--- src/rtl/mc_ctrl_pkg.sv ---
// Shared definitions for the multicycle ARM control unit: state encodings,
// ALU operation codes, condition codes, flag bit positions and the condition evaluator.
package mc_ctrl_pkg;

    localparam logic [3:0] ST_FETCH    = 4'd0;
    localparam logic [3:0] ST_DECODE   = 4'd1;
    localparam logic [3:0] ST_MEMADR   = 4'd2;
    localparam logic [3:0] ST_MEMREAD  = 4'd3;
    localparam logic [3:0] ST_MEMWB    = 4'd4;
    localparam logic [3:0] ST_MEMWRITE = 4'd5;
    localparam logic [3:0] ST_EXECUTER = 4'd6;
    localparam logic [3:0] ST_EXECUTEI = 4'd7;
    localparam logic [3:0] ST_ALUWB    = 4'd8;
    localparam logic [3:0] ST_BRANCH   = 4'd9;

    typedef enum logic [3:0] {
        S_FETCH    = ST_FETCH,
        S_DECODE   = ST_DECODE,
        S_MEMADR   = ST_MEMADR,
        S_MEMREAD  = ST_MEMREAD,
        S_MEMWB    = ST_MEMWB,
        S_MEMWRITE = ST_MEMWRITE,
        S_EXECUTER = ST_EXECUTER,
        S_EXECUTEI = ST_EXECUTEI,
        S_ALUWB    = ST_ALUWB,
        S_BRANCH   = ST_BRANCH
    } state_t;

    localparam logic [1:0] ALU_ADD = 2'b00;
    localparam logic [1:0] ALU_SUB = 2'b01;
    localparam logic [1:0] ALU_AND = 2'b10;
    localparam logic [1:0] ALU_ORR = 2'b11;

    localparam logic [3:0] COND_EQ = 4'h0;
    localparam logic [3:0] COND_NE = 4'h1;
    localparam logic [3:0] COND_CS = 4'h2;
    localparam logic [3:0] COND_CC = 4'h3;
    localparam logic [3:0] COND_MI = 4'h4;
    localparam logic [3:0] COND_PL = 4'h5;
    localparam logic [3:0] COND_VS = 4'h6;
    localparam logic [3:0] COND_VC = 4'h7;
    localparam logic [3:0] COND_HI = 4'h8;
    localparam logic [3:0] COND_LS = 4'h9;
    localparam logic [3:0] COND_GE = 4'hA;
    localparam logic [3:0] COND_LT = 4'hB;
    localparam logic [3:0] COND_GT = 4'hC;
    localparam logic [3:0] COND_LE = 4'hD;
    localparam logic [3:0] COND_AL = 4'hE;

    localparam int FLAG_N = 3;
    localparam int FLAG_Z = 2;
    localparam int FLAG_C = 1;
    localparam int FLAG_V = 0;

    // Encoding 4'hF (unconditional space) never executes in this core.
    function automatic logic cond_eval(input logic [3:0] cond, input logic [3:0] flags);
        logic n;
        logic z;
        logic c;
        logic v;
        n = flags[FLAG_N];
        z = flags[FLAG_Z];
        c = flags[FLAG_C];
        v = flags[FLAG_V];
        case (cond)
            COND_EQ: cond_eval = z;
            COND_NE: cond_eval = ~z;
            COND_CS: cond_eval = c;
            COND_CC: cond_eval = ~c;
            COND_MI: cond_eval = n;
            COND_PL: cond_eval = ~n;
            COND_VS: cond_eval = v;
            COND_VC: cond_eval = ~v;
            COND_HI: cond_eval = c & ~z;
            COND_LS: cond_eval = ~c | z;
            COND_GE: cond_eval = (n == v);
            COND_LT: cond_eval = (n != v);
            COND_GT: cond_eval = ~z & (n == v);
            COND_LE: cond_eval = z | (n != v);
            COND_AL: cond_eval = 1'b1;
            default: cond_eval = 1'b0;
        endcase
    endfunction

endpackage

--- src/rtl/mc_control_unit_if.sv ---
// Bundle between the control unit, the instruction register fields and the datapath controls.
interface mc_control_unit_if #(parameter int ALUCTL_W = 2);
    logic [3:0]          Cond;
    logic [1:0]          Op;
    logic [5:0]          Funct;
    logic [3:0]          Rd;
    logic [3:0]          ALUFlags;
    logic                PCWrite;
    logic                MemWrite;
    logic                RegWrite;
    logic                IRWrite;
    logic                AdrSrc;
    logic [1:0]          ALUSrcA;
    logic [1:0]          ALUSrcB;
    logic [1:0]          ResultSrc;
    logic [1:0]          ImmSrc;
    logic [1:0]          RegSrc;
    logic [ALUCTL_W-1:0] ALUControl;

    modport master (
        input  Cond, Op, Funct, Rd, ALUFlags,
        output PCWrite, MemWrite, RegWrite, IRWrite, AdrSrc,
               ALUSrcA, ALUSrcB, ResultSrc, ImmSrc, RegSrc, ALUControl
    );

    modport slave (
        output Cond, Op, Funct, Rd, ALUFlags,
        input  PCWrite, MemWrite, RegWrite, IRWrite, AdrSrc,
               ALUSrcA, ALUSrcB, ResultSrc, ImmSrc, RegSrc, ALUControl
    );
endinterface

--- src/rtl/mc_control_unit_cond_logic.sv ---
// Condition evaluation: NZCV flag register, registered condition result and
// gating of the PC, register-file and memory write enables.
module cond_logic
    import mc_ctrl_pkg::*;
(
    input  logic       clk,
    input  logic       reset,
    input  logic [3:0] cond,
    input  logic [3:0] alu_flags,
    input  logic [1:0] flag_w,
    input  logic       pcs,
    input  logic       next_pc,
    input  logic       reg_w,
    input  logic       mem_w,
    output logic       pc_write,
    output logic       reg_write,
    output logic       mem_write
);

    logic [3:0] flags_r;
    logic       cond_ex_s;
    logic       cond_ex_r;

    assign cond_ex_s = cond_eval(cond, flags_r);

    // NZ and CV halves update independently, only when the instruction executes.
    always_ff @(posedge clk or posedge reset) begin
        if (reset) begin
            flags_r <= 4'b0000;
        end else begin
            if (flag_w[1] & cond_ex_s) begin
                flags_r[3:2] <= alu_flags[3:2];
            end
            if (flag_w[0] & cond_ex_s) begin
                flags_r[1:0] <= alu_flags[1:0];
            end
        end
    end

    // Condition result held for the writeback / branch cycle that follows.
    always_ff @(posedge clk or posedge reset) begin
        if (reset) begin
            cond_ex_r <= 1'b0;
        end else begin
            cond_ex_r <= cond_ex_s;
        end
    end

    assign pc_write  = next_pc | (pcs & cond_ex_r);
    assign reg_write = reg_w & cond_ex_r;
    assign mem_write = mem_w & cond_ex_r;

endmodule

--- src/rtl/mc_control_unit.sv ---
// Multicycle ARM control unit: Moore main FSM, ALU decoder and immediate/register
// source selection; condition handling lives in cond_logic.
module mc_control_unit
    import mc_ctrl_pkg::*;
#(
    parameter int ALUCTL_W = 2
)(
    input  logic                 clk,
    input  logic                 reset,
    mc_control_unit_if.master    bus
);

    state_t     state_r;
    state_t     state_next_s;
    logic       ir_write_s;
    logic       next_pc_s;
    logic       reg_w_s;
    logic       mem_w_s;
    logic       branch_s;
    logic       alu_op_s;
    logic       adr_src_s;
    logic [1:0] alu_src_a_s;
    logic [1:0] alu_src_b_s;
    logic [1:0] result_src_s;
    logic [1:0] alu_ctl_s;
    logic [1:0] flag_w_s;
    logic       pcs_s;

    // State register.
    always_ff @(posedge clk or posedge reset) begin
        if (reset) begin
            state_r <= S_FETCH;
        end else begin
            state_r <= state_next_s;
        end
    end

    // Next-state and Moore control decode.
    always_comb begin
        state_next_s = S_FETCH;
        ir_write_s   = 1'b0;
        next_pc_s    = 1'b0;
        reg_w_s      = 1'b0;
        mem_w_s      = 1'b0;
        branch_s     = 1'b0;
        alu_op_s     = 1'b0;
        adr_src_s    = 1'b0;
        alu_src_a_s  = 2'b00;
        alu_src_b_s  = 2'b00;
        result_src_s = 2'b00;
        case (state_r)
            S_FETCH: begin
                ir_write_s   = 1'b1;
                next_pc_s    = 1'b1;
                alu_src_a_s  = 2'b01;
                alu_src_b_s  = 2'b10;
                result_src_s = 2'b10;
                state_next_s = S_DECODE;
            end
            S_DECODE: begin
                alu_src_a_s  = 2'b01;
                alu_src_b_s  = 2'b10;
                result_src_s = 2'b10;
                case (bus.Op)
                    2'b00: begin
                        if (bus.Funct[5]) begin
                            state_next_s = S_EXECUTEI;
                        end else begin
                            state_next_s = S_EXECUTER;
                        end
                    end
                    2'b01:   state_next_s = S_MEMADR;
                    2'b10:   state_next_s = S_BRANCH;
                    default: state_next_s = S_FETCH;
                endcase
            end
            S_MEMADR: begin
                alu_src_b_s = 2'b01;
                if (bus.Funct[0]) begin
                    state_next_s = S_MEMREAD;
                end else begin
                    state_next_s = S_MEMWRITE;
                end
            end
            S_MEMREAD: begin
                adr_src_s    = 1'b1;
                state_next_s = S_MEMWB;
            end
            S_MEMWB: begin
                result_src_s = 2'b01;
                reg_w_s      = 1'b1;
                state_next_s = S_FETCH;
            end
            S_MEMWRITE: begin
                adr_src_s    = 1'b1;
                mem_w_s      = 1'b1;
                state_next_s = S_FETCH;
            end
            S_EXECUTER: begin
                alu_op_s     = 1'b1;
                state_next_s = S_ALUWB;
            end
            S_EXECUTEI: begin
                alu_src_b_s  = 2'b01;
                alu_op_s     = 1'b1;
                state_next_s = S_ALUWB;
            end
            S_ALUWB: begin
                reg_w_s      = 1'b1;
                state_next_s = S_FETCH;
            end
            S_BRANCH: begin
                alu_src_a_s  = 2'b10;
                alu_src_b_s  = 2'b01;
                result_src_s = 2'b10;
                branch_s     = 1'b1;
                state_next_s = S_FETCH;
            end
            default: begin
                state_next_s = S_FETCH;
            end
        endcase
    end

    // ALU decoder; CMP (1010) subtracts, unlisted commands fall back to ADD.
    always_comb begin
        alu_ctl_s = ALU_ADD;
        flag_w_s  = 2'b00;
        if (alu_op_s) begin
            case (bus.Funct[4:1])
                4'b0100: alu_ctl_s = ALU_ADD;
                4'b0010: alu_ctl_s = ALU_SUB;
                4'b1010: alu_ctl_s = ALU_SUB;
                4'b0000: alu_ctl_s = ALU_AND;
                4'b1100: alu_ctl_s = ALU_ORR;
                default: alu_ctl_s = ALU_ADD;
            endcase
            flag_w_s[1] = bus.Funct[0];
            flag_w_s[0] = bus.Funct[0] & ((alu_ctl_s == ALU_ADD) | (alu_ctl_s == ALU_SUB));
        end else begin
            alu_ctl_s = ALU_ADD;
            flag_w_s  = 2'b00;
        end
    end

    assign pcs_s = ((bus.Rd == 4'd15) & reg_w_s) | branch_s;

    cond_logic u_cond (
        .clk       (clk),
        .reset     (reset),
        .cond      (bus.Cond),
        .alu_flags (bus.ALUFlags),
        .flag_w    (flag_w_s),
        .pcs       (pcs_s),
        .next_pc   (next_pc_s),
        .reg_w     (reg_w_s),
        .mem_w     (mem_w_s),
        .pc_write  (bus.PCWrite),
        .reg_write (bus.RegWrite),
        .mem_write (bus.MemWrite)
    );

    assign bus.IRWrite    = ir_write_s;
    assign bus.AdrSrc     = adr_src_s;
    assign bus.ALUSrcA    = alu_src_a_s;
    assign bus.ALUSrcB    = alu_src_b_s;
    assign bus.ResultSrc  = result_src_s;
    assign bus.ImmSrc     = bus.Op;
    assign bus.RegSrc     = {(bus.Op == 2'b01), (bus.Op == 2'b10)};
    assign bus.ALUControl = ALUCTL_W'(alu_ctl_s);

endmodule
--- src/flat_wrapper.sv ---
// flat-port wrapper written by rule: the top's interface ports become plain ports
module mc_control_unit_flat import mc_ctrl_pkg::*;
#(
    parameter int ALUCTL_W = 2
)
  (clk, reset, bus_Cond, bus_Op, bus_Funct, bus_Rd, bus_ALUFlags, bus_PCWrite, bus_MemWrite, bus_RegWrite, bus_IRWrite, bus_AdrSrc, bus_ALUSrcA, bus_ALUSrcB, bus_ResultSrc, bus_ImmSrc, bus_RegSrc, bus_ALUControl);
  mc_control_unit_if #(.ALUCTL_W(ALUCTL_W)) bus_i ();
  input  logic clk;
  input  logic reset;
  input wire logic [$bits(bus_i.Cond)-1:0] bus_Cond;
  input wire logic [$bits(bus_i.Op)-1:0] bus_Op;
  input wire logic [$bits(bus_i.Funct)-1:0] bus_Funct;
  input wire logic [$bits(bus_i.Rd)-1:0] bus_Rd;
  input wire logic [$bits(bus_i.ALUFlags)-1:0] bus_ALUFlags;
  output wire logic [$bits(bus_i.PCWrite)-1:0] bus_PCWrite;
  output wire logic [$bits(bus_i.MemWrite)-1:0] bus_MemWrite;
  output wire logic [$bits(bus_i.RegWrite)-1:0] bus_RegWrite;
  output wire logic [$bits(bus_i.IRWrite)-1:0] bus_IRWrite;
  output wire logic [$bits(bus_i.AdrSrc)-1:0] bus_AdrSrc;
  output wire logic [$bits(bus_i.ALUSrcA)-1:0] bus_ALUSrcA;
  output wire logic [$bits(bus_i.ALUSrcB)-1:0] bus_ALUSrcB;
  output wire logic [$bits(bus_i.ResultSrc)-1:0] bus_ResultSrc;
  output wire logic [$bits(bus_i.ImmSrc)-1:0] bus_ImmSrc;
  output wire logic [$bits(bus_i.RegSrc)-1:0] bus_RegSrc;
  output wire logic [$bits(bus_i.ALUControl)-1:0] bus_ALUControl;
  assign bus_i.Cond = bus_Cond;
  assign bus_i.Op = bus_Op;
  assign bus_i.Funct = bus_Funct;
  assign bus_i.Rd = bus_Rd;
  assign bus_i.ALUFlags = bus_ALUFlags;
  assign bus_PCWrite = bus_i.PCWrite;
  assign bus_MemWrite = bus_i.MemWrite;
  assign bus_RegWrite = bus_i.RegWrite;
  assign bus_IRWrite = bus_i.IRWrite;
  assign bus_AdrSrc = bus_i.AdrSrc;
  assign bus_ALUSrcA = bus_i.ALUSrcA;
  assign bus_ALUSrcB = bus_i.ALUSrcB;
  assign bus_ResultSrc = bus_i.ResultSrc;
  assign bus_ImmSrc = bus_i.ImmSrc;
  assign bus_RegSrc = bus_i.RegSrc;
  assign bus_ALUControl = bus_i.ALUControl;
  mc_control_unit #(.ALUCTL_W(ALUCTL_W)) u_core (.clk(clk), .reset(reset), .bus(bus_i));
endmodule
--- config.mk ---
export PLATFORM = sky130hd
export DESIGN_NAME = mc_control_unit_flat
export DESIGN_NICKNAME = d
export VERILOG_FILES = /design/src/rtl/mc_ctrl_pkg.sv /design/src/rtl/mc_control_unit_if.sv /design/src/rtl/mc_control_unit_cond_logic.sv /design/src/rtl/mc_control_unit.sv /design/src/flat_wrapper.sv
export SDC_FILE = /design/constraint.sdc
export NUM_CORES = 1
export LEC_CHECK = 0
export ABC_AREA = 1
export CAP_MARGIN = 10
export CORE_MARGIN = 3
export CORE_UTILIZATION = 41
export CTS_BUF_LIST = sky130_fd_sc_hd__clkbuf_4 sky130_fd_sc_hd__clkbuf_8
export DETAILED_ROUTE_END_ITERATION = 12
export GPL_TIMING_DRIVEN = 0
export PLACE_DENSITY = 0.82
export SLEW_MARGIN = 5
export SYNTH_ARGS = -nofsm -noshare
export SYNTH_HDL_FRONTEND = slang
export SYNTH_SLANG_ARGS = --single-unit
--- constraint.sdc ---
create_clock -name clk -period 1.6 [get_ports clk]
set_clock_uncertainty 0.2 [all_clocks]
set_input_delay 0.32 -clock clk [delete_from_list [all_inputs] [get_ports clk]]
set_output_delay 0.32 -clock clk [all_outputs]
set_load 0.01 [all_outputs]
==> metrics.yaml, run 1 <==
drt-initial-drc-count: 25
critPathLaunchType: "register"
clkTransAtPathRegs_ps: 60
worstPathMaxFanout: 5
worst_ep_required_time_ps: 1080
clkSinkCount: 9
grt_pass1_wl_mm: 3.82
violations: "setup timing"
synth_seq_cells: 9
syn_to_final_growth_pct: 83.7
worst_pin_slew_ps: 351
power_per_cell_area_nw_per_um2: 1440
syn-num-nets: 152
ios: 39
ys_seq_area_share_pct: 29.0
syn-mean-instance-area_um2: 5.97
core_um2: 1760
cp_cell_sequence: "nor2_2, inv_2, nor3_2, inv_1, o311ai_1, buf_2"
fin_crit_ps: 1970
vdd_drop_max_uv: 886
p_leak_nw: 0.726
critPathTopFamily: "flip-flops"
wirelength_mm: 2.71
synth_area_um2: 776
cts_hold_buffers: 0
period_share_pct: 123
antenna_left: 0
drv_cap: 0
min_path_type: "in -> async"
relSlewSlack_pct: 76.6
htree_levels: 1
fin_cells: 211
hold_viol: 0
initial_utilization_pct: 44.0
dieHeight_um: 49.5
viasPerCell: 5.00
grt_antenna_before_repair: 0
cts_buffer_depth: 2
dpl.hpwl_mm: 1.70
cts_inserted_buffers: 3
grt.total_usage_pct: 19.5
holdWs_ps: 121
yosys_warnings: 0
wl_per_cell_um: 12.8
clk_latency_ps: 260
clock-root-buffer: "clkbuf_4"
fmax_ghz: 0.507
die-area_um2: 2450
outcome: "complete, but fails checks"
power_mw: 2.05
critPathKind: "reg -> out"
synthCells: 130
cpMaxStageDelayCell: "dfrtp_2"
grt_pass1_vias: 982
worst_path_largest_cell_delay_ps: 440
die_x_um: 49.5
grt_overflow: 0
rows: 15
place_congestion: 0.906
finalSetupTns_ps: -2880
worstPathArrival_ps: 1450
dr.pass1.iters: 4
synth_cell_type_count: 18
rsz0062_at_grt: "yes"
num_antenna_cells: 0
dp.cells: 193
grt_max_degree: 10
port_buffers: 38
cts_tree: "built"
slew_viol_final: 0
worst_slack_ps: -372
crit_buf_inv: 3
setup_viol: 13
layout-drive-gt1-share_pct: 43.0
route.vias.total: 1056
end_kind: "primary output"
final_nets: 209
drc_errors: 0
## where the power goes
part	leakage [nW]	switching [mW]	total, mW	internal [mW]
combinational	0.593	0.749	1.43	0.684
clock	0.0184	0.0821	0.195	0.113
sequential	0.114	0.104	0.418	0.314
## registers in the layout, summed over array words and instances (netlist names)
signal	count
u_core.u_cond.cond_ex_r	1
u_core.state_r	4
u_core.u_cond.flags_r	4
## path summary, 6_finish.rpt
| check | startpoint | cells after the start | slack, ps | end |
|---|---|---|---|---|
| setup / recovery | u_core.state_r[3] | 6 | -370 | bus_ALUSrcB[0] |
| hold / removal | reset | 2 | 120 | u_core.u_cond.cond_ex_r |
| setup reg to reg | u_core.state_r[3] | 7 | 10 | u_core.state_r[2] |
| hold reg to reg | u_core.u_cond.flags_r[3] | 2 | 340 | u_core.u_cond.flags_r[3] |
| max in group asynchronous | reset | 2 | 800 | u_core.state_r[1] |
| min in group clk | bus_Op[0] | 4 | 310 | u_core.state_r[3] |
## cell type report
type                    instances  area [um^2]
plain buffers                   3         26.3
repair buffers                 52          449
multi-input cells              94          571
inverters                      24         90.1
well taps                      25         31.3
flip-flops and latches          9          228
fillers                       123          339
clock buffers                   4         30.0
## what timing repair did
item | CTS | global route
gates resized for setup | 99 | 37
setup endpoints to repair | 21 | 19
pin swaps | 8 | 4
setup buffers | 6 | 8
## layout by cell type (no fill, tap or decap), drive strengths merged
master | synthesis | final
nand3 | 18 | 18
o211ai | 1 | 1
o22ai | 1 | 1
clkbuf | 0 | 5
nor2 | 21 | 21
o221ai | 1 | 1
and3 | 2 | 2
or3b | 1 | 1
a21oi | 5 | 5
buf | 3 | 32
dlygate4sd2 | 0 | 8
clkdlybuf4s50 | 0 | 11
o311ai | 1 | 1
nand2 | 36 | 36
nor3 | 3 | 3
inv | 24 | 24
o21ai | 4 | 4
clkdlybuf4s15 | 0 | 3
dfrtp | 9 | 9
## metrics by stage
step	utilization [%]	worst slack, ps	cell area [um^2]
after global placement	67.7	-822	1190
after floorplan	-	-1.29	782
after global routing	80.8	-429	1430
after detailed placement	67.7	-844	1190
final	80.8	-372	1430
after CTS	70.8	-287	1250
## Yosys cell counts (all sizes together)
cell | count | share of area [%]
nand2 | 36 | 19
inv | 24 | 12
nor2 | 21 | 11
nand3 | 18 | 12
dfrtp | 9 | 29
a21oi | 5 | 3.7
o21ai | 4 | 2.6
buf | 3 | 2.9
nor3 | 3 | 1.9
and3 | 2 | 1.6
o211ai | 1 | 0.97
o221ai | 1 | 1.1
o22ai | 1 | 0.81
o311ai | 1 | 1.1
or3b | 1 | 1.1
## kinds of logic after synthesis
logic type             synth area share [%]
AO/OA/AOI/OAI                          10.3
buffers and inverters                  14.5
flip-flops                             29.0
AND/OR/NAND/NOR                        46.1
## layer usage
| layer | global-route usage [%] | part of all wire [%] | vias up |
|---|---|---|---|
| met1 | 21.9 | 39 | 488 |
| met4 | 12.4 | 2.3 | 0 |
| li1 | - | - | 520 |
| met3 | 1.51 | 5.4 | 6 |
| met2 | 35.3 | 54 | 42 |
| met5 | 0 | 0 | - |
Note: power is estimated with default switching activity, not from simulation.
==> run 2: changes to the inputs <==
--- a/config.mk
+++ b/config.mk
@@ -6,7 +6,7 @@
 export NUM_CORES = 1
 export LEC_CHECK = 0
 export ABC_AREA = 1
-export CAP_MARGIN = 10
+export CAP_MARGIN = 20
 export CORE_MARGIN = 3
 export CORE_UTILIZATION = 41
 export CTS_BUF_LIST = sky130_fd_sc_hd__clkbuf_4 sky130_fd_sc_hd__clkbuf_8
==> results of run 2 <==
Final layout, timing and power as in run 1 (identical DEF).
==> run 3: changes to the inputs <==
--- a/config.mk
+++ b/config.mk
@@ -13,6 +13,7 @@
 export DETAILED_ROUTE_END_ITERATION = 12
 export GPL_TIMING_DRIVEN = 0
 export PLACE_DENSITY = 0.82
+export SKIP_CTS_REPAIR_TIMING = 1
 export SLEW_MARGIN = 5
 export SYNTH_ARGS = -nofsm -noshare
 export SYNTH_HDL_FRONTEND = slang
==> run 3 against run 2 <==
The run still ends with setup timing left; sequential share of layout area is 0.54 points higher; via count is 2.4% lower; critical path depth stayed put; wire length is 12% lower; register-to-register slack better by 50 ps; die area stayed put; design area is 3.8% lower; utilization is 3.0 points lower; fmax is 0.28% lower; final cell count is 1.9% lower; clock power is 4% lower; sequential power hardly changed; critical endpoint is now bus_PCWrite; largest cell class unchanged; largest power group unchanged.
==> metrics.yaml, run 3 (same netlist as run 1, synthesis figures left out) <==
top_regs: "u_core.state_r: 4 flops, u_core.u_cond.flags_r: 4 flops, u_core.u_cond.cond_ex_r: 1 flops"
critPathLaunchType: "register"
drt-initial-drc-count: 20
grt_antenna_before_repair: 0
intPower_uw: 987
cts_buffer_depth: 2
syn_to_final_growth_pct: 76.8
mostFrequentLayoutCell: "nand2_1"
route.vias.total: 1031
worst_pin_slew_ps: 339
grt_pass1_wl_mm: 3.35
grt_overflow: 0
num_antenna_cells: 0
place_congestion: 0.906
die_x_um: 49.5
core_um2: 1760
sw_frac_of_total_pct: 45.2
htree_levels: 1
grt_max_degree: 10
setup_viol: 13
viasPerCell: 4.98
min_path_type: "in -> async"
clk_latency_ps: 250
clockPowerShare_pct: 10.4
cts_inserted_buffers: 3
dpl.hpwl_mm: 1.70
grt_pass1_vias: 864
pwr-share-comb_pct: 66.5
clkSinkCount: 9
clock-root-buffer: "clkbuf_4"
worstPathMaxFanout: 6
cts_tree: "built"
vdd_drop_max_uv: 871
dr.pass1.iters: 4
final_area_um2: 1370
grt.total_usage_pct: 17.2
hold_viol: 0
final_nets: 205
end_kind: "primary output"
p_leak_nw: 0.804
fill_cells: 148
period_share_pct: 124
critPathKind: "reg -> out"
layout-drive-gt1-share_pct: 36.3
wl_per_cell_um: 11.5
power_per_cell_area_nw_per_um2: 1310
antenna_left: 0
slew_viol_final: 0
worstPathArrival_ps: 1460
mostFrequentLayoutCells: "nand2_1, inv_1, nand3_1"
ios: 39
die-area_um2: 2450
clkTransAtPathRegs_ps: 60
initial_utilization_pct: 44.0
worst_slack_ps: -377
dieHeight_um: 49.5
p_seq_share_pct: 23.1
port_buffers: 38
violations: "setup timing"
worst_ep_required_time_ps: 1080
placed_cell_area_um2: 1190
p_switching_uw: 813
drv_cap: 0
rsz0062_at_grt: "yes"
fin_crit_ps: 1980
drc_errors: 0
wirelength_mm: 2.38
fmax_ghz: 0.506
relSlewSlack_pct: 77.4
holdWs_ps: 123
rows: 15
outcome: "complete, but fails checks"
-- run 3: final cells by class --
class / count / area [um^2] / area share (%)
inverter: 24 / 90.1 / 6.57
tap: 25 / 31.3 / 2.28
clock buffer: 4 / 30.0 / 2.19
buffer: 3 / 26.3 / 1.92
sequential: 9 / 226 / 16.5
timing repair buffer: 48 / 438 / 31.9
multi-input combinational: 94 / 529 / 38.6
-- run 3: critical path, cell delays in order, from the launching register on --
cell	delay, ps
dfrtp_2	450
nor2_2	160
inv_1	100
nor2_2	120
inv_1	90
o221ai_2	120
buf_2	150
-- run 3: worst paths after layout --
| check | startpoint | endpoint | slack, ps | cells after the start |
|---|---|---|---|---|
| max | u_core.state_r[1] | bus_PCWrite | -380 | 6 |
| min in group clk | bus_Op[0] | u_core.state_r[3] | 200 | 4 |
| max in group asynchronous | reset | u_core.state_r[1] | 810 | 2 |
| min | reset | u_core.state_r[3] | 120 | 2 |
| max reg2reg | u_core.state_r[2] | u_core.u_cond.flags_r[1] | 60 | 8 |
| min reg2reg | u_core.u_cond.flags_r[3] | u_core.u_cond.flags_r[3] | 340 | 2 |
-- run 3: per-stage QoR --
stage,power (mW),setup slack (ps),util [%],setup TNS [ps],instances
6_report,1.80,-377,77.7,-2560,207
5_1_grt,1.93,-455,77.7,-3760,207
4_1_cts,1.56,-872,69.4,-10680,197
3_5_place_dp,1.37,-844,67.7,-8900,193
3_3_place_gp,1.35,-822,67.7,-8390,193
2_1_floorplan,0.921,-1.29,-,-1.29,130
-- run 3: routing by layer --
metal / share of wire, % / vias up / track usage [%]
li1: - / 512 / -
met1: 42 / 488 / 21.4
met2: 52 / 26 / 29.0
met3: 3.6 / 5 / 1.51
met4: 2.1 / 0 / 9.68
met5: 0 / - / 0
-- run 3: power by group through the flow --
stage	Clock, mW	Combinational [mW]	Sequential, mW
after detailed placement	0	0.973	0.395
after CTS	0.193	0.976	0.391
after global placement	0	0.954	0.394
final	0.187	1.20	0.415
after global routing	0.204	1.30	0.424
after floorplan	0	0.546	0.376
